==> src/rtl/booth_pair_divider16bit_pkg.sv <==
// Shared constants, state encoding and magnitude helpers for the sequential
// signed 32/16 restoring divider.
package booth_pair_divider16bit_pkg;

   localparam int WIDTH      = 16;
   localparam int DWIDTH     = 2 * WIDTH;
   localparam int ITER_COUNT = 16;
   localparam int CNT_W      = 5;

   localparam logic [WIDTH-1:0] OVF_QUOTIENT = 16'h8000;
   localparam logic [CNT_W-1:0] ITER_INIT    = CNT_W'(ITER_COUNT);

   typedef enum logic [1:0] {
      ST_IDLE = 2'd0,
      ST_ITER = 2'd1,
      ST_FIX  = 2'd2
   } state_t;

   // Two's-complement magnitude; the most negative value maps onto 2^(n-1),
   // which still fits the unsigned result width.
   function automatic logic [DWIDTH-1:0] mag_dividend(input logic [DWIDTH-1:0] v);
      return v[DWIDTH-1] ? (~v + 1'b1) : v;
   endfunction

   function automatic logic [WIDTH-1:0] mag_divisor(input logic [WIDTH-1:0] v);
      return v[WIDTH-1] ? (~v + 1'b1) : v;
   endfunction

endpackage

==> src/rtl/booth_pair_divider16bit_if.sv <==
// Request/result bundle for the divider: the issuer drives the master side,
// the divider sits on the slave side.
interface booth_pair_divider16bit_if;
   import booth_pair_divider16bit_pkg::*;

   logic              start;
   logic [DWIDTH-1:0] dividend;
   logic [WIDTH-1:0]  divisor;
   logic              busy;
   logic              done;
   logic [WIDTH-1:0]  quotient;
   logic [WIDTH-1:0]  remainder;
   logic              dbz;
   logic              ovf;

   modport master (
      output start, dividend, divisor,
      input  busy, done, quotient, remainder, dbz, ovf
   );

   modport slave (
      input  start, dividend, divisor,
      output busy, done, quotient, remainder, dbz, ovf
   );

endinterface

==> src/rtl/booth_pair_divider16bit_div_step16bit.sv <==
// One combinational restoring-division step: shift the next dividend bit into
// the partial remainder and subtract the divisor magnitude when it fits.
module div_step16bit
   import booth_pair_divider16bit_pkg::*;
(
   input  logic [WIDTH:0]   r_in,
   input  logic             bit_in,
   input  logic [WIDTH-1:0] dvs_mag,
   output logic [WIDTH:0]   r_out,
   output logic             q_bit
);

   logic [WIDTH+1:0] shifted;
   logic [WIDTH:0]   diff;

   always_comb begin
      shifted = {r_in, bit_in};
      q_bit   = (shifted >= {2'b00, dvs_mag});
      diff    = shifted[WIDTH:0] - {1'b0, dvs_mag};
      r_out   = q_bit ? diff : shifted[WIDTH:0];
   end

endmodule

==> src/rtl/booth_pair_divider16bit.sv <==
// Sequential signed divider: 32-bit dividend / 16-bit divisor, one quotient bit
// per clock on magnitudes, then sign fixup. Fixed 17-cycle start-to-done latency.
module booth_pair_divider16bit
   import booth_pair_divider16bit_pkg::*;
(
   input  logic                           clk,
   input  logic                           reset,
   booth_pair_divider16bit_if.slave       bus
);

   state_t            state_q, state_d;
   logic [CNT_W-1:0]  cnt_q, cnt_d;
   logic              busy_q, busy_d;
   logic              done_q, done_d;
   logic              sign_quo_q, sign_quo_d;
   logic              sign_rem_q, sign_rem_d;
   logic              pre_dbz_q, pre_dbz_d;
   logic              pre_ovf_q, pre_ovf_d;
   logic [WIDTH:0]    rem_q, rem_d;
   logic [WIDTH-1:0]  dlo_q, dlo_d;
   logic [WIDTH-1:0]  dvs_mag_q, dvs_mag_d;
   logic [WIDTH-1:0]  raw_lo_q, raw_lo_d;
   logic [WIDTH-1:0]  quotient_q, quotient_d;
   logic [WIDTH-1:0]  remainder_q, remainder_d;
   logic              dbz_q, dbz_d;
   logic              ovf_q, ovf_d;

   logic [DWIDTH-1:0] in_dvd_mag;
   logic [WIDTH-1:0]  in_dvs_mag;
   logic [WIDTH:0]    step_r;
   logic              step_q;
   logic [WIDTH-1:0]  qmag;
   logic [WIDTH-1:0]  rmag;
   logic              q_range_ovf;

   div_step16bit u_step (
      .r_in    (rem_q),
      .bit_in  (dlo_q[WIDTH-1]),
      .dvs_mag (dvs_mag_q),
      .r_out   (step_r),
      .q_bit   (step_q)
   );

   always_comb begin
      in_dvd_mag = mag_dividend(bus.dividend);
      in_dvs_mag = mag_divisor(bus.divisor);
      // Quotient bits are shifted into dlo as dividend bits are shifted out.
      qmag        = dlo_q;
      rmag        = rem_q[WIDTH-1:0];
      q_range_ovf = sign_quo_q ? (qmag > 16'h8000) : (qmag > 16'h7FFF);
   end

   always_comb begin
      state_d     = state_q;
      cnt_d       = cnt_q;
      busy_d      = busy_q;
      done_d      = 1'b0;
      sign_quo_d  = sign_quo_q;
      sign_rem_d  = sign_rem_q;
      pre_dbz_d   = pre_dbz_q;
      pre_ovf_d   = pre_ovf_q;
      rem_d       = rem_q;
      dlo_d       = dlo_q;
      dvs_mag_d   = dvs_mag_q;
      raw_lo_d    = raw_lo_q;
      quotient_d  = quotient_q;
      remainder_d = remainder_q;
      dbz_d       = dbz_q;
      ovf_d       = ovf_q;

      case (state_q)
         ST_IDLE: begin
            if (bus.start) begin
               sign_quo_d = bus.dividend[DWIDTH-1] ^ bus.divisor[WIDTH-1];
               sign_rem_d = bus.dividend[DWIDTH-1];
               rem_d      = {1'b0, in_dvd_mag[DWIDTH-1:WIDTH]};
               dlo_d      = in_dvd_mag[WIDTH-1:0];
               dvs_mag_d  = in_dvs_mag;
               raw_lo_d   = bus.dividend[WIDTH-1:0];
               pre_dbz_d  = (bus.divisor == '0);
               // High half already >= divisor means the quotient needs > 16 bits.
               pre_ovf_d  = (in_dvd_mag[DWIDTH-1:WIDTH] >= in_dvs_mag);
               cnt_d      = ITER_INIT;
               busy_d     = 1'b1;
               state_d    = ST_ITER;
            end
         end

         ST_ITER: begin
            rem_d = step_r;
            dlo_d = {dlo_q[WIDTH-2:0], step_q};
            cnt_d = cnt_q - 1'b1;
            if (cnt_q == CNT_W'(1)) begin
               state_d = ST_FIX;
            end
         end

         ST_FIX: begin
            done_d  = 1'b1;
            busy_d  = 1'b0;
            state_d = ST_IDLE;
            if (pre_dbz_q) begin
               dbz_d       = 1'b1;
               ovf_d       = 1'b0;
               quotient_d  = '0;
               remainder_d = raw_lo_q;
            end else if (pre_ovf_q || q_range_ovf) begin
               dbz_d       = 1'b0;
               ovf_d       = 1'b1;
               quotient_d  = OVF_QUOTIENT;
               remainder_d = '0;
            end else begin
               dbz_d       = 1'b0;
               ovf_d       = 1'b0;
               quotient_d  = sign_quo_q ? (~qmag + 1'b1) : qmag;
               remainder_d = sign_rem_q ? (~rmag + 1'b1) : rmag;
            end
         end

         default: begin
            state_d = ST_IDLE;
            busy_d  = 1'b0;
         end
      endcase
   end

   always_ff @(posedge clk) begin
      if (reset) begin
         state_q     <= ST_IDLE;
         cnt_q       <= '0;
         busy_q      <= 1'b0;
         done_q      <= 1'b0;
         sign_quo_q  <= 1'b0;
         sign_rem_q  <= 1'b0;
         pre_dbz_q   <= 1'b0;
         pre_ovf_q   <= 1'b0;
         rem_q       <= '0;
         dlo_q       <= '0;
         dvs_mag_q   <= '0;
         raw_lo_q    <= '0;
         quotient_q  <= '0;
         remainder_q <= '0;
         dbz_q       <= 1'b0;
         ovf_q       <= 1'b0;
      end else begin
         state_q     <= state_d;
         cnt_q       <= cnt_d;
         busy_q      <= busy_d;
         done_q      <= done_d;
         sign_quo_q  <= sign_quo_d;
         sign_rem_q  <= sign_rem_d;
         pre_dbz_q   <= pre_dbz_d;
         pre_ovf_q   <= pre_ovf_d;
         rem_q       <= rem_d;
         dlo_q       <= dlo_d;
         dvs_mag_q   <= dvs_mag_d;
         raw_lo_q    <= raw_lo_d;
         quotient_q  <= quotient_d;
         remainder_q <= remainder_d;
         dbz_q       <= dbz_d;
         ovf_q       <= ovf_d;
      end
   end

   assign bus.busy      = busy_q;
   assign bus.done      = done_q;
   assign bus.quotient  = quotient_q;
   assign bus.remainder = remainder_q;
   assign bus.dbz       = dbz_q;
   assign bus.ovf       = ovf_q;

endmodule

==> src/flat_wrapper.sv <==
// flat-port wrapper written by rule: the top's interface ports become plain ports
module booth_pair_divider16bit_flat import booth_pair_divider16bit_pkg::*;
  (clk, reset, bus_start, bus_dividend, bus_divisor, bus_busy, bus_done, bus_quotient, bus_remainder, bus_dbz, bus_ovf);
  booth_pair_divider16bit_if bus_i ();
  input  logic clk;
  input  logic reset;
  input wire logic [$bits(bus_i.start)-1:0] bus_start;
  input wire logic [$bits(bus_i.dividend)-1:0] bus_dividend;
  input wire logic [$bits(bus_i.divisor)-1:0] bus_divisor;
  output wire logic [$bits(bus_i.busy)-1:0] bus_busy;
  output wire logic [$bits(bus_i.done)-1:0] bus_done;
  output wire logic [$bits(bus_i.quotient)-1:0] bus_quotient;
  output wire logic [$bits(bus_i.remainder)-1:0] bus_remainder;
  output wire logic [$bits(bus_i.dbz)-1:0] bus_dbz;
  output wire logic [$bits(bus_i.ovf)-1:0] bus_ovf;
  assign bus_i.start = bus_start;
  assign bus_i.dividend = bus_dividend;
  assign bus_i.divisor = bus_divisor;
  assign bus_busy = bus_i.busy;
  assign bus_done = bus_i.done;
  assign bus_quotient = bus_i.quotient;
  assign bus_remainder = bus_i.remainder;
  assign bus_dbz = bus_i.dbz;
  assign bus_ovf = bus_i.ovf;
  booth_pair_divider16bit u_core (.clk(clk), .reset(reset), .bus(bus_i));
endmodule
==> config.mk <==
export PLATFORM = sky130hd
export DESIGN_NAME = booth_pair_divider16bit_flat
export DESIGN_NICKNAME = d
export VERILOG_FILES = /design/src/rtl/booth_pair_divider16bit_pkg.sv /design/src/rtl/booth_pair_divider16bit_if.sv /design/src/rtl/booth_pair_divider16bit_div_step16bit.sv /design/src/rtl/booth_pair_divider16bit.sv /design/src/flat_wrapper.sv
export SDC_FILE = /design/constraint.sdc
export NUM_CORES = 1
export LEC_CHECK = 0
export CELL_PAD_IN_SITES_DETAIL_PLACEMENT = 1
export CELL_PAD_IN_SITES_GLOBAL_PLACEMENT = 1
export CORE_UTILIZATION = 42
export DETAILED_ROUTE_END_ITERATION = 10
export PLACE_DENSITY = 0.9
export SLEW_MARGIN = 0
export SYNTH_ARGS = -nofsm -noshare
export SYNTH_HDL_FRONTEND = slang
export SYNTH_SLANG_ARGS = --single-unit
==> constraint.sdc <==
create_clock -name clk -period 4.4 [get_ports clk]
set_clock_uncertainty 0.2 [all_clocks]
set_input_delay 0.44 -clock clk [delete_from_list [all_inputs] [get_ports clk]]
set_output_delay 0.44 -clock clk [all_outputs]
set_load 0.05 [all_outputs]
==> results summary, run 1 <==
The met2 track demand over resource in global routing came out at 45.5%. The die height is 133 um. The initial antenna violation count came to 0. The number of global-route vias before repair came out at 7207.

Setup violations remaining at the end of the flow were counted as 0. The share of synthesized area in the top cell type comes to 31.0%. Counting cells, the worst reg-to-reg path comes to 11. The number of warnings printed during yosys synthesis came out at 0. The post-synthesis share of cell area spent on xor and xnor gates came out at around a tenth. The number of fill cells came out at 2040. The DRC violations left came out at 0. The adder and majority gate portion of the synthesized area is 6.86%. The post-cts sizing count is 0.

Setup repair after global routing left no endpoint under its margin. The achievable clock frequency came out at 268 MHz. The die covers 0.0177 mm2. Leaving out fill and tap cells, the most frequent cell in the layout is sky130_fd_sc_hd__dfxtp_1.

The floorplan row count came out at 47. The sequential group share of total power is 35.1%. Counting every net in the synthesized netlist gives 1005. Summing every instance area after synthesis gives 0.00722 mm2. The peak supply drop came out at 0.235 mV.

The worst hold path terminates at u_core.bus.dbz. The count of buffer and inverter cells on the critical path is 2. STA classifies the critical path startpoint as a flop. After global routing the overflow that remains totals 0. Each instance of the synthesized netlist takes up on average 7.89 um2. The worst-margin pin slew came out at 0.749 ns. The total number of H-tree levels came out at 3. The share of final-layout standard cells stronger than drive strength 1 came out at 5.42%. Once the floorplan was initialized, standard cells occupied 43.2% of the core.

The horizontal die dimension came out at ~130 um. For this design the static power due to leakage is 0.00318 uW. Detailed placement finished with a half-perimeter wire length of approximately 19000 um. The flow ran to the end, and the final reports show no timing, DRC or antenna violations.

The kind of critical path is flop to flop. The net count reported at finish is 1063. Post-CTS timing repair inserted 0 buffers for setup. Counting every sink on the clock net gives 112. Across every metal layer, demand over resource in global routing totals 28.0%. The placed instances occupy a cell area of 0.00828 mm2.

The number of pins with negative max-slew slack in the final report came out at 0. The number of DRC markers in iteration 0 came out at 536. The synthesized design spends more area on one cell type than any other, namely sky130_fd_sc_hd__dfxtp_1.

CTS placed an instance of sky130_fd_sc_hd__clkbuf_16 at the clock tree root. For flop-to-flop paths, the worst setup slack is 0.67 ns. Port buffering added 86 buffers. The worst flop-to-flop path endpoint is u_core.rem_q[14].

The busiest layer in global routing is met2. The power share of the clock group came out at 24.9%. The net switching power came out at ~1400 uW. Compared with the post-synthesis result, the final layout area differs by 18.7%. After synthesis the netlist holds a flip-flop and latch count of roughly 110.

Data on the critical path arrives at its endpoint at ~3.8 ns. The most used flip-flop cell after synthesis is sky130_fd_sc_hd__dfxtp_1. The later-pin clock latency in the skew report came out at 0.36 ns. The largest individual stage delay along the critical path comes from the cell sky130_fd_sc_hd__o311ai_0. The number of hold-slack violations in the final timing report is 0.

The tool flagged a number of max-cap violations equal to 0. The beginning of the worst hold path is u_core.bus.dbz. The final period utilization is 84.9%. The total negative setup slack is 0 ns.

The pre-antenna-repair detailed-routing pass consisted of 5 iterations. Summing all non-filler instances in the final layout gives an area of 0.00858 mm2. The combinational group share of total power is between 40% and 50%. The placer congestion estimate came out at a little over 0.9. For this run, the slowest stage of the critical path takes 0.56 ns. The switching portion of total power is 39.5%.

Global routing used 38.1% of the available met1 tracks. The I/O pin count came out at 87. The fraction of synthesis flops using an asynchronous set or reset pin is 0%. In the post-synthesis netlist, the biggest area contributors are sky130_fd_sc_hd__dfxtp_1, sky130_fd_sc_hd__ha_1, sky130_fd_sc_hd__xnor2_1.

For met3 alone, demand over resource in global routing was ~4.0%. The library cells used most frequently in the layout, excluding fill and tap cells, are sky130_fd_sc_hd__dfxtp_1, sky130_fd_sc_hd__nand2_1, sky130_fd_sc_hd__nor2_1, sky130_fd_sc_hd__clkdlybuf4s50_1, sky130_fd_sc_hd__a21oi_1. The number of stages on the worst hold path is 2. The average routed wire per standard cell came out at ~20 um.

The launch point of the worst reg-to-reg path is u_core.dlo_q[15]. The count of inserted antenna diode cells came out at 0. The number of different library cells in the post-synthesis netlist is between 60 and 70.

The combinational family with the most area after synthesis is compound AO/OA/AOI/OAI gates. The class of the tightest hold or removal check is flop to flop. Headroom to the max-slew limit came out at 49.9%. The required time reported for the critical path endpoint is 4.42 ns. The post-synthesis share of cell area spent on and, or, nand and nor gates is 21.5%. After detailed routing, the total wire length is 24400 um.

For this run, the register share of the synthesized area comes to a little under a third. The cell-internal power came out at 2110 uW. The number of hold buffers added after cts came out at 0. The multiplexer share of the synthesized area came out at 0.987%.

The wire length of the first global-routing pass came out at ~39000 um. The count of vias placed by the detailed router is approximately 7400. The number of nets with antenna violations after detailed routing came out at 0. The total clock buffers created by CTS came out at 9. The power density relative to cell area is 407 mW/mm2. The maximum count of clock buffers along a single path came out at 2. The number of flops mapped to enable cells by yosys is 0. The number of cells produced by synthesis is between 900 and 1000. The detailed-route vias per instance came out at ~6.2. The post-layout minimum cycle time came out at around 3.7 ns. The maximum net fanout on the critical path is 12. After clock tree synthesis, the clock-pin slew on the worst setup and hold paths is ~0.08 ns.

The element type at the critical path end is a flop. TritonCTS built the clock tree. The area inside the core boundary is roughly 0.017 mm2. The maximum number of pins on one net before global-route repair is 67. In this design, the largest share of critical-path delay is due to compound AO/OA/AOI/OAI gates. The critical path goes through inv_1 -> ha_1 -> fa_1 -> nor2b_1 -> o2111ai_1 -> a211oi_1 -> nor3_1 -> buf_4 -> o21a_4 -> o311ai_0 -> a31oi_1. The area fraction in compound gates after synthesis is roughly a quarter.
synth_stat cells (6+ instances only):
library cell,n
sky130_fd_sc_hd__nand4_1,9
sky130_fd_sc_hd__xnor2_1,51
sky130_fd_sc_hd__nor2b_1,9
sky130_fd_sc_hd__a22oi_1,14
sky130_fd_sc_hd__nand2_1,100
sky130_fd_sc_hd__a21o_1,9
sky130_fd_sc_hd__a221oi_1,19
sky130_fd_sc_hd__mux2i_1,6
sky130_fd_sc_hd__o21a_1,10
sky130_fd_sc_hd__clkbuf_1,50
sky130_fd_sc_hd__a31oi_1,8
sky130_fd_sc_hd__nand2b_1,13
sky130_fd_sc_hd__or3_1,8
sky130_fd_sc_hd__inv_1,36
sky130_fd_sc_hd__or4_1,12
sky130_fd_sc_hd__nor4_1,8
sky130_fd_sc_hd__dfxtp_1,112
sky130_fd_sc_hd__buf_1,6
sky130_fd_sc_hd__a222oi_1,13
sky130_fd_sc_hd__o31ai_1,19
sky130_fd_sc_hd__nor3_1,28
sky130_fd_sc_hd__nor2_1,86
sky130_fd_sc_hd__a21oi_1,59
sky130_fd_sc_hd__o21ai_0,33
sky130_fd_sc_hd__o211ai_1,6
sky130_fd_sc_hd__a211oi_1,23
sky130_fd_sc_hd__ha_1,38
sky130_fd_sc_hd__xor2_1,26
sky130_fd_sc_hd__nand3_1,34
sky130_fd_sc_hd__o41ai_1,9
flip-flops by register name (all words and copies together) (netlist names):
name and count:
u_core.bus.busy 1, u_core.bus.dbz 1, u_core.bus.done 1, u_core.bus.ovf 1
u_core.bus.quotient 16, u_core.bus.remainder 16, u_core.cnt_q 5, u_core.dlo_q 16
u_core.dvs_mag_q 16, u_core.pre_dbz_q 1, u_core.pre_ovf_q 1, u_core.raw_lo_q 16
u_core.rem_q 17, u_core.sign_quo_q 1, u_core.sign_rem_q 1, u_core.state_q 2
through the flow:
| stage | std cells | util (%) | setup WS [ns] | total power (uW) | hold slack, ns |
|---|---|---|---|---|---|
| 2_1_floorplan | 915 | - | 1.11 | 2200 | 0.227 |
| 3_3_place_gp | 1182 | 49.6 | 0.481 | 2550 | 0.239 |
| 3_5_place_dp | 1182 | 49.6 | 0.353 | 2600 | 0.250 |
| 4_1_cts | 1198 | 51.3 | 0.704 | 3450 | 0.261 |
| 5_1_grt | 1198 | 51.3 | 0.467 | 3650 | 0.284 |
| 6_report | 1198 | 51.3 | 0.665 | 3490 | 0.258 |
cell families after synthesis:
family	Yosys count
and+or+nand+nor	327
AOI/OAI and AO/OA	259
DFF	112
buffers and inverters	94
xor gates and xnor gates	77
adders and majority gates	39
muxes	7
final cells by class:
cell class,instances,area (um2),share of cell area (%)
Multi-Input combinational cell,709,4630,53.9
Timing Repair Buffer,105,1000,11.7
Tap cell,220,275,3.21
Sequential cell,112,2240,26.1
Clock buffer,11,233,2.71
Clock inverter,5,63.8,0.744
Inverter,36,135,1.58
worst register-to-register path, delay by kind of cell (launching register included):
kind | cells | cell delay (ns)
and+or+nand+nor | 2 | 0.40
adders and majority gates | 2 | 0.65
DFF | 1 | 0.41
AOI/OAI and AO/OA | 5 | 1.59
buffers and inverters | 2 | 0.34
power by group through the flow:
stage	logic [uW]	registers (uW)	clock network, uW
detailed placement	1360	1240	0
CTS	1370	1220	864
global placement	1310	1240	0
finish	1400	1220	867
floorplan	1000	1200	0
global route	1510	1230	902
layer usage:
layer  routed length [um]  share of wire (%)  up-vias
met4                  537                2.2        0
met3                 1740                7.1       39
met2                11100                 46      307
li1                     -                  -     3460
met1                11000                 45     3584
met5                    0                  0        -
worst max-delay path by stage:
stage / end / from / depth (start not counted) / slack (ns)
after floorplan: u_core.pre_ovf_q / bus_dividend[8] / 13 / 1.11
after global placement: u_core.pre_ovf_q / bus_dividend[15] / 13 / 0.48
after detailed placement: u_core.pre_ovf_q / bus_dividend[3] / 13 / 0.35
after CTS: u_core.pre_ovf_q / bus_dividend[2] / 13 / 0.70
after global routing: u_core.pre_ovf_q / bus_dividend[15] / 13 / 0.47
final: u_core.rem_q[14] / u_core.dlo_q[15] / 11 / 0.67
No activity file was read; power rests on OpenSTA's default activity.
==> inputs of run 2 (changes only) <==
Clock period 4.4 ns to 3.6 ns, I/O delays scaled along.
==> run 2 against run 1 <==
Against the previous run:
- die area unchanged
- power is 25% higher
- non-clock buffer count grew 55
- critical path depth unchanged
- critical endpoint unchanged
- final area grew 4.8%
- maximum frequency is 7.2% higher
- critical path type unchanged
==> results summary, run 2 (synthesis results as in run 1) <==
The maximum number of pins on one net before global-route repair came out at 64 (was 67). The largest register by flop count is u_core.rem_q (unchanged). The number of fill cells is 2041 (was 2040). The number of detailed-routing iterations run before antenna repair was 5 (unchanged). The count of input and output buffers is 86 (unchanged). The share of final-layout standard cells stronger than drive strength 1 is 10.8% (was 5.42%). The number of stages on the worst hold path is 2 (unchanged). The filler-free cell count of the finished design came out at 1252 (was 1198). The achievable clock frequency came out at 287 MHz (was 268 MHz).

The peak supply drop was 0.246 mV (was 0.235 mV). Result of the run: finished clean (unchanged). The clock tree from TritonCTS is done (unchanged).

The die height is 133 um (unchanged). The growth of design area from synthesis to finish was 24.4% (was 18.7%). The worst setup slack after placement was -0.346 ns (was 0.353 ns). The net count reported at finish came out at 1118 (was 1063). RSZ-0062 raised after global routing: false (unchanged). The number of pins with negative max-slew slack in the final report is 0 (unchanged). The flip-flop count of the largest register, all copies and words added is 17 (unchanged). The number of global-route vias before repair came to 7956 (was 7207). The horizontal die dimension is 133 um (unchanged). The number of DRC markers in iteration 0 is 719 (was 536). The clock input transition at the sequential cells of the worst setup and hold paths came out at 0.08 ns (about the same). The total clock buffers created by CTS came out at 9 (unchanged).

The post-route core utilization came to 53.8% (was 51.3%). The placer congestion estimate came out at 0.884 (was 0.919). The initial cell density of the core came out at 43.2% (unchanged). The area inside the core boundary is 0.0167 mm2 (unchanged). The arrival time of data at the critical path endpoint came to 3.50 ns (was 3.75 ns). The worst-margin pin slew came out at 1.17 ns (was 0.749 ns). The net switching power is 1740 uW (was 1380 uW).

The number of hold-slack violations in the final timing report came out at 0 (unchanged). The cell-internal power was 2610 uW (was 2110 uW). The switching portion of total power was 40.1% (was 39.5%). The wire length of the first global-routing pass was 41800 um (was 39000 um). The final period utilization came to 96.8% (was 84.9%). The detailed-route vias per instance came to 6.20 (was 6.17).

The floorplan row count is 47 (unchanged). The class of the tightest hold or removal check is flop to flop (unchanged). The overall die area was 0.0177 mm2 (unchanged). The final count of negative-setup-slack endpoints was 0 (unchanged). The worst slack on hold paths is 0.253 ns (was 0.258 ns).

The maximum count of clock buffers along a single path is 2 (unchanged). The power share of the clock group is 22.5% (was 24.9%). Most frequent cells in the layout: sky130_fd_sc_hd__dfxtp_1, sky130_fd_sc_hd__nand2_1, sky130_fd_sc_hd__nor2_1, sky130_fd_sc_hd__clkdlybuf4s50_1, sky130_fd_sc_hd__buf_4 (was sky130_fd_sc_hd__dfxtp_1, sky130_fd_sc_hd__nand2_1, sky130_fd_sc_hd__nor2_1, sky130_fd_sc_hd__clkdlybuf4s50_1, sky130_fd_sc_hd__a21oi_1).

The clock net sink count is 112 (unchanged). The I/O pin count is 87 (unchanged). The DRC violations left is 0 (unchanged). The post-placement cell count is 1237 (was 1182). The kind of critical path is flop to flop (unchanged). The overall routing resource usage came out at 30.1% (was 28.0%). The most common library cell in the layout ignoring fill and taps is sky130_fd_sc_hd__dfxtp_1 (unchanged). The master cell of the clock root buffer is sky130_fd_sc_hd__clkbuf_16 (unchanged). The post-layout minimum cycle time was 3.48 ns (was 3.73 ns). The worst setup margin came out at 0.117 ns (was 0.665 ns). The path depth of the worst reg2reg path is 11 (unchanged). The leakage dissipation is 0.00343 uW (was 0.00318 uW). The number of nets with antenna violations after detailed routing came to 0 (unchanged).

The total detailed-routing wirelength is 26200 um (was 24400 um). The count of maximum capacitance violations was 0 (unchanged). The combinational group share of total power is 44.1% (was 40.1%). The element type at the critical path end is a flop (unchanged). The count of vias placed by the detailed router is 7759 (was 7390). The cell area after placement is 0.00869 mm2 (was 0.00828 mm2). The overflow left after global routing is 0 (unchanged). The total number of H-tree levels is 3 (unchanged).

The power density relative to cell area came out at 484 mW/mm2 (was 407 mW/mm2). The design area is 0.00898 mm2 (was 0.00858 mm2). The later-pin clock latency in the skew report is 0.37 ns (was 0.36 ns). The required time reported for the critical path endpoint is 3.62 ns (was 4.42 ns). The headroom to the max-slew limit came out at 21.8% (was 49.9%). The initial antenna violation count came out at 0 (unchanged).

The HPWL reported at the end of detailed placement came to 19700 um (was 18600 um). The average routed wire per standard cell is 20.9 um (was 20.4 um). The critical path launch point type is a flop (unchanged).

The sequential group share of total power is 33.3% (was 35.1%). The maximum net fanout on the critical path came to 6 (was 12). The count of inserted antenna diode cells is 0 (unchanged).
==> run 2: critical path: stages (launching register included) <==
cell and delay, ns:
sky130_fd_sc_hd__dfxtp_1 0.37, sky130_fd_sc_hd__inv_1 0.11, sky130_fd_sc_hd__ha_1 0.20, sky130_fd_sc_hd__fa_1 0.22, sky130_fd_sc_hd__nor2b_1 0.08, sky130_fd_sc_hd__o2111ai_1 0.33, sky130_fd_sc_hd__a211oi_2 0.14, sky130_fd_sc_hd__nor3_1 0.82
sky130_fd_sc_hd__a211oi_1 0.20, sky130_fd_sc_hd__o311ai_0 0.40, sky130_fd_sc_hd__buf_4 0.18, sky130_fd_sc_hd__a31oi_1 0.07
==> run 2: power by group through the flow <==
stage          logic [uW]  registers, uW  clock network [uW]
6_report             1920           1450                 979
5_1_grt              2070           1460                1020
4_1_cts              1870           1450                 971
3_5_place_dp         1830           1470                   0
3_3_place_gp         1760           1460                   0
2_1_floorplan        1220           1470                   0
==> run 2: path summary, 6_finish.rpt <==
kind	start	to	slack (ns)
min	u_core.bus.quotient[10]	u_core.bus.quotient[10]	0.25
max	u_core.dlo_q[15]	u_core.rem_q[14]	0.12
min reg2reg	u_core.bus.quotient[10]	u_core.bus.quotient[10]	0.25
max reg2reg	u_core.dlo_q[15]	u_core.rem_q[14]	0.12
==> run 2: metal layers <==
metal / vias to the layer above / part of all wire, % / GRT usage [%]
met5: - / 0 / 0
met4: 0 / 3.3 / 14.2
met3: 71 / 6.3 / 3.81
met2: 326 / 48 / 50.4
met1: 3793 / 43 / 38.5
li1: 3569 / - / -
==> run 2: layout make-up <==
type | count | area, um2 | share of cell area, %
clock inverters | 5 | 41.3 | 0.460
repair buffers | 160 | 1410 | 15.7
inverters | 36 | 135 | 1.50
well taps | 220 | 275 | 3.06
multi-input cells | 709 | 4650 | 51.7
flip-flops and latches | 112 | 2240 | 25.0
clock buffers | 10 | 229 | 2.55
==> run 2: repair_timing <==
item                                    CTS  global route
gates resized for setup                   0             4
hold buffers                              0             0
buffers inserted                          0             0
endpoints found under the setup margin    0             4
==> run 2: through the flow <==
| stage | power [uW] | setup TNS [ns] |
|---|---|---|
| 6_report | 4350 | 0 |
| 5_1_grt | 4550 | 0 |
| 4_1_cts | 4290 | 0 |
| 3_5_place_dp | 3300 | -0.346 |
| 3_3_place_gp | 3220 | -0.168 |
| 2_1_floorplan | 2690 | 0 |
==> inputs of run 3 (changes only) <==
Settings changed: GPL_TIMING_DRIVEN from default to 0, PLACE_DENSITY 0.9 to 0.78.
==> run 3 against run 2 <==
Against the previous run:
- the run now ends with negative setup slack left
- via count down 2.7%
- first-iteration DRC count down 23%
- clock-buffer cell count down 1
- routed wire length up 2.5%
- non-clock buffer count down 12
- sequential share of layout area up 0.36 points
- sequential cell count unchanged
- sequential power up 3%
- core utilization down 0.76 points
- highest routed layer unchanged
- maximum frequency down 5.2%
- hold slack worse by 0.040 ns
==> results summary, run 3 (synthesis results as in run 1) <==
Result of the run: finished with violations (was finished clean). The final reports fail on negative setup slack. The arrival time of data at the critical path endpoint is 3.71 ns (was 3.50 ns). The overflow left after global routing is 0 (unchanged). The overall routing resource usage is 30.4% (was 30.1%). The largest stage delay on the critical path is 0.64 ns (was 0.82 ns). The die height is 133 um (unchanged).

The count of inserted antenna diode cells came to 0 (unchanged). The horizontal die dimension was 133 um (unchanged). The share of final-layout standard cells stronger than drive strength 1 came out at 5.88% (was 10.8%). The power share of the clock group came out at 23.9% (was 22.5%). The leakage dissipation came out at 0.00330 uW (was 0.00343 uW). The initial cell density of the core came out at 43.2% (unchanged). The wire length of the first global-routing pass is 41600 um (was 41800 um). Crit path cell chain: clkdlybuf4s50_1 -> or4_4 -> o31ai_2 -> xor2_1 -> ha_1 -> nand2b_1 -> a21o_1 -> a21o_1 -> a211oi_1 -> o21bai_1 -> a31oi_1 -> o41ai_2 (was inv_1 -> ha_1 -> fa_1 -> nor2b_1 -> o2111ai_1 -> a211oi_2 -> nor3_1 -> a211oi_1 -> o311ai_0 -> buf_4 -> a31oi_1). The net count reported at finish came to 1106 (was 1118). The count of maximum capacitance violations was 0 (unchanged). The number of fill cells is 2098 (was 2041).

The later-pin clock latency in the skew report came out at 0.37 ns (about the same). The peak supply drop was 0.296 mV (was 0.246 mV). The number of hold-slack violations in the final timing report was 0 (unchanged). The number of hold buffers added after cts came out at 0 (unchanged).

The overall die area is 0.0177 mm2 (unchanged). The total detailed-routing wirelength is 26800 um (was 26200 um). The maximum number of pins on one net before global-route repair came to 22 (was 64). The worst setup slack after placement came out at -0.656 ns (was -0.346 ns).

The worst-margin pin slew is 0.777 ns (was 1.17 ns). The maximum net fanout on the critical path is 3 (was 6). The number of detailed-routing iterations run before antenna repair was 5 (unchanged). The critical path launch point type is a primary input (was flop). The register-to-register path setup slack came out at 0.25 ns (was 0.12 ns).

Most frequent cells in the layout: sky130_fd_sc_hd__dfxtp_1, sky130_fd_sc_hd__nand2_1, sky130_fd_sc_hd__nor2_1 (was sky130_fd_sc_hd__dfxtp_1, sky130_fd_sc_hd__nand2_1, sky130_fd_sc_hd__nor2_1, sky130_fd_sc_hd__clkdlybuf4s50_1, sky130_fd_sc_hd__buf_4). The HPWL reported at the end of detailed placement is 20800 um (was 19700 um). The element type at the critical path end is a flop (unchanged). The growth of design area from synthesis to finish came out at 22.6% (was 24.4%). The clock net sink count came out at 112 (unchanged).

The most used cell along the critical path is sky130_fd_sc_hd__a21o_1. The switching portion of total power came out at 40.8% (was 40.1%). The number of stages on the worst hold path came out at 3 (was 2). The kind of critical path is primary input to flop (was flop to flop). The count of buffer and inverter cells on the critical path is 1 (was 2). The flip-flop count of the largest register, all copies and words added came out at 17 (unchanged).

The number of nets with antenna violations after detailed routing came to 0 (unchanged). The total number of H-tree levels is 3 (unchanged). The count of input and output buffers is 84 (was 86).

The cell area after placement is 0.00834 mm2 (was 0.00869 mm2). The worst flop-to-flop path endpoint is u_core.rem_q[14] (unchanged). The endpoint of the worst hold-timing path is u_core.raw_lo_q[4] (was u_core.bus.quotient[10]). The design area came out at 0.00886 mm2 (was 0.00898 mm2).

The post-route core utilization is 53.0% (was 53.8%). The path depth of the worst reg2reg path came to 10 (was 11). The launch point of the worst reg-to-reg path is u_core.rem_q[10] (was u_core.dlo_q[15]). The I/O pin count was 87 (unchanged).

The worst setup margin was -0.0751 ns (was 0.117 ns). The gate family responsible for the most delay along the worst path is compound AO/OA/AOI/OAI gates (unchanged). The number of pins with negative max-slew slack in the final report is 0 (unchanged). The combinational group share of total power is 42.0% (was 44.1%).

The placer congestion estimate is 0.918 (was 0.884). The number of global-route vias before repair is 7384 (was 7956). The total clock buffers created by CTS is 9 (unchanged). The master cell of the clock root buffer is sky130_fd_sc_hd__clkbuf_16 (unchanged). RSZ-0062 raised after global routing: true (was false). The post-layout minimum cycle time is 3.68 ns (was 3.48 ns). The floorplan row count is 47 (unchanged). The most common library cell in the layout ignoring fill and taps is sky130_fd_sc_hd__dfxtp_1 (unchanged). The initial antenna violation count was 0 (unchanged).

The area inside the core boundary came out at 0.0167 mm2 (unchanged). The largest register by flop count is u_core.rem_q (unchanged). The beginning of the worst hold path was bus_dividend[4] (was u_core.bus.quotient[10]).

The final count of negative-setup-slack endpoints came out at 1 (was 0). The required time reported for the critical path endpoint came out at 3.63 ns (was 3.62 ns). The average routed wire per standard cell came to 21.6 um (was 20.9 um). The detailed-route vias per instance came to 6.09 (was 6.20). The net switching power is 1790 uW (was 1740 uW).

The cell-internal power was 2600 uW (was 2610 uW). The class of the tightest hold or removal check is primary input to flop (was flop to flop). The count of vias placed by the detailed router came to 7553 (was 7759).

The DRC violations left was 0 (unchanged). The sequential group share of total power was 34.1% (was 33.3%). The power density relative to cell area came out at 496 mW/mm2 (was 484 mW/mm2).

The clock input transition at the sequential cells of the worst setup and hold paths was 0.08 ns (about the same). The headroom to the max-slew limit is 48.2% (was 21.8%). The maximum count of clock buffers along a single path was 2 (unchanged).

The clock tree from TritonCTS is done (unchanged). The number of DRC markers in iteration 0 came out at 551 (was 719). The achievable clock frequency came to 272 MHz (was 287 MHz). The final period utilization came out at 102% (was 96.8%). The worst slack on hold paths is 0.213 ns (was 0.253 ns). The slowest stage cell on the critical path is sky130_fd_sc_hd__or4_4 (was sky130_fd_sc_hd__nor3_1).
==> run 3: worst max path at each step <==
stage | start | to | slack, ns | depth (start not counted)
floorplan | bus_dividend[8] | u_core.pre_ovf_q | 0.39 | 13
global placement | bus_dividend[2] | u_core.pre_ovf_q | -0.60 | 13
detailed placement | bus_dividend[2] | u_core.pre_ovf_q | -0.66 | 13
CTS | bus_dividend[12] | u_core.pre_ovf_q | -0.14 | 11
global route | bus_dividend[5] | u_core.pre_ovf_q | -0.09 | 13
finish | bus_dividend[15] | u_core.pre_ovf_q | -0.08 | 12
==> run 3: power by group through the flow <==
stage,Combinational [uW],Clock [uW],Sequential (uW)
floorplan,1220,0,1470
global placement,1670,0,1520
detailed placement,1700,0,1520
CTS,1720,1060,1490
global route,2000,1110,1510
finish,1840,1050,1500
==> run 3: per-stage QoR <==
stage	setup TNS (ns)	total power, uW	cells
floorplan	0	2690	915
global placement	-0.657	3190	1219
detailed placement	-0.700	3220	1219
CTS	-0.137	4270	1236
global route	-0.0938	4620	1241
finish	-0.0751	4390	1241
==> run 3: layout make-up <==
| class | count | area [um2] | area share [%] |
|---|---|---|---|
| flip-flops and latches | 112 | 2240 | 25.3 |
| plain buffers | 57 | 230 | 2.60 |
| well taps | 220 | 275 | 3.11 |
| repair buffers | 91 | 918 | 10.4 |
| multi-input cells | 709 | 4760 | 53.7 |
| clock buffers | 9 | 225 | 2.54 |
| clock inverters | 7 | 72.6 | 0.819 |
| inverters | 36 | 135 | 1.53 |
==> run 3: tightest hold or removal path, stage by stage <==
cell and delay [ns]:
sky130_fd_sc_hd__dlymetal6s2s_1 0.22, sky130_fd_sc_hd__nand2_1 0.10, sky130_fd_sc_hd__a21oi_1 0.06
==> run 3: routing by layer <==
layer	wire, um	global-route usage, %	vias to the layer above	part of all wire (%)
li1	-	-	3557	-
met1	11500	38.7	3667	43
met2	12800	51.6	264	48
met3	1430	3.16	65	5.3
met4	1050	14.0	0	3.9
met5	0	0	-	0
==> run 3: timing repair <==
item | in CTS | in global routing
setup endpoints to repair | 2 | 12
pin swaps | 1 | 9
gates resized for setup | 6 | 30
buffers inserted | 1 | 6
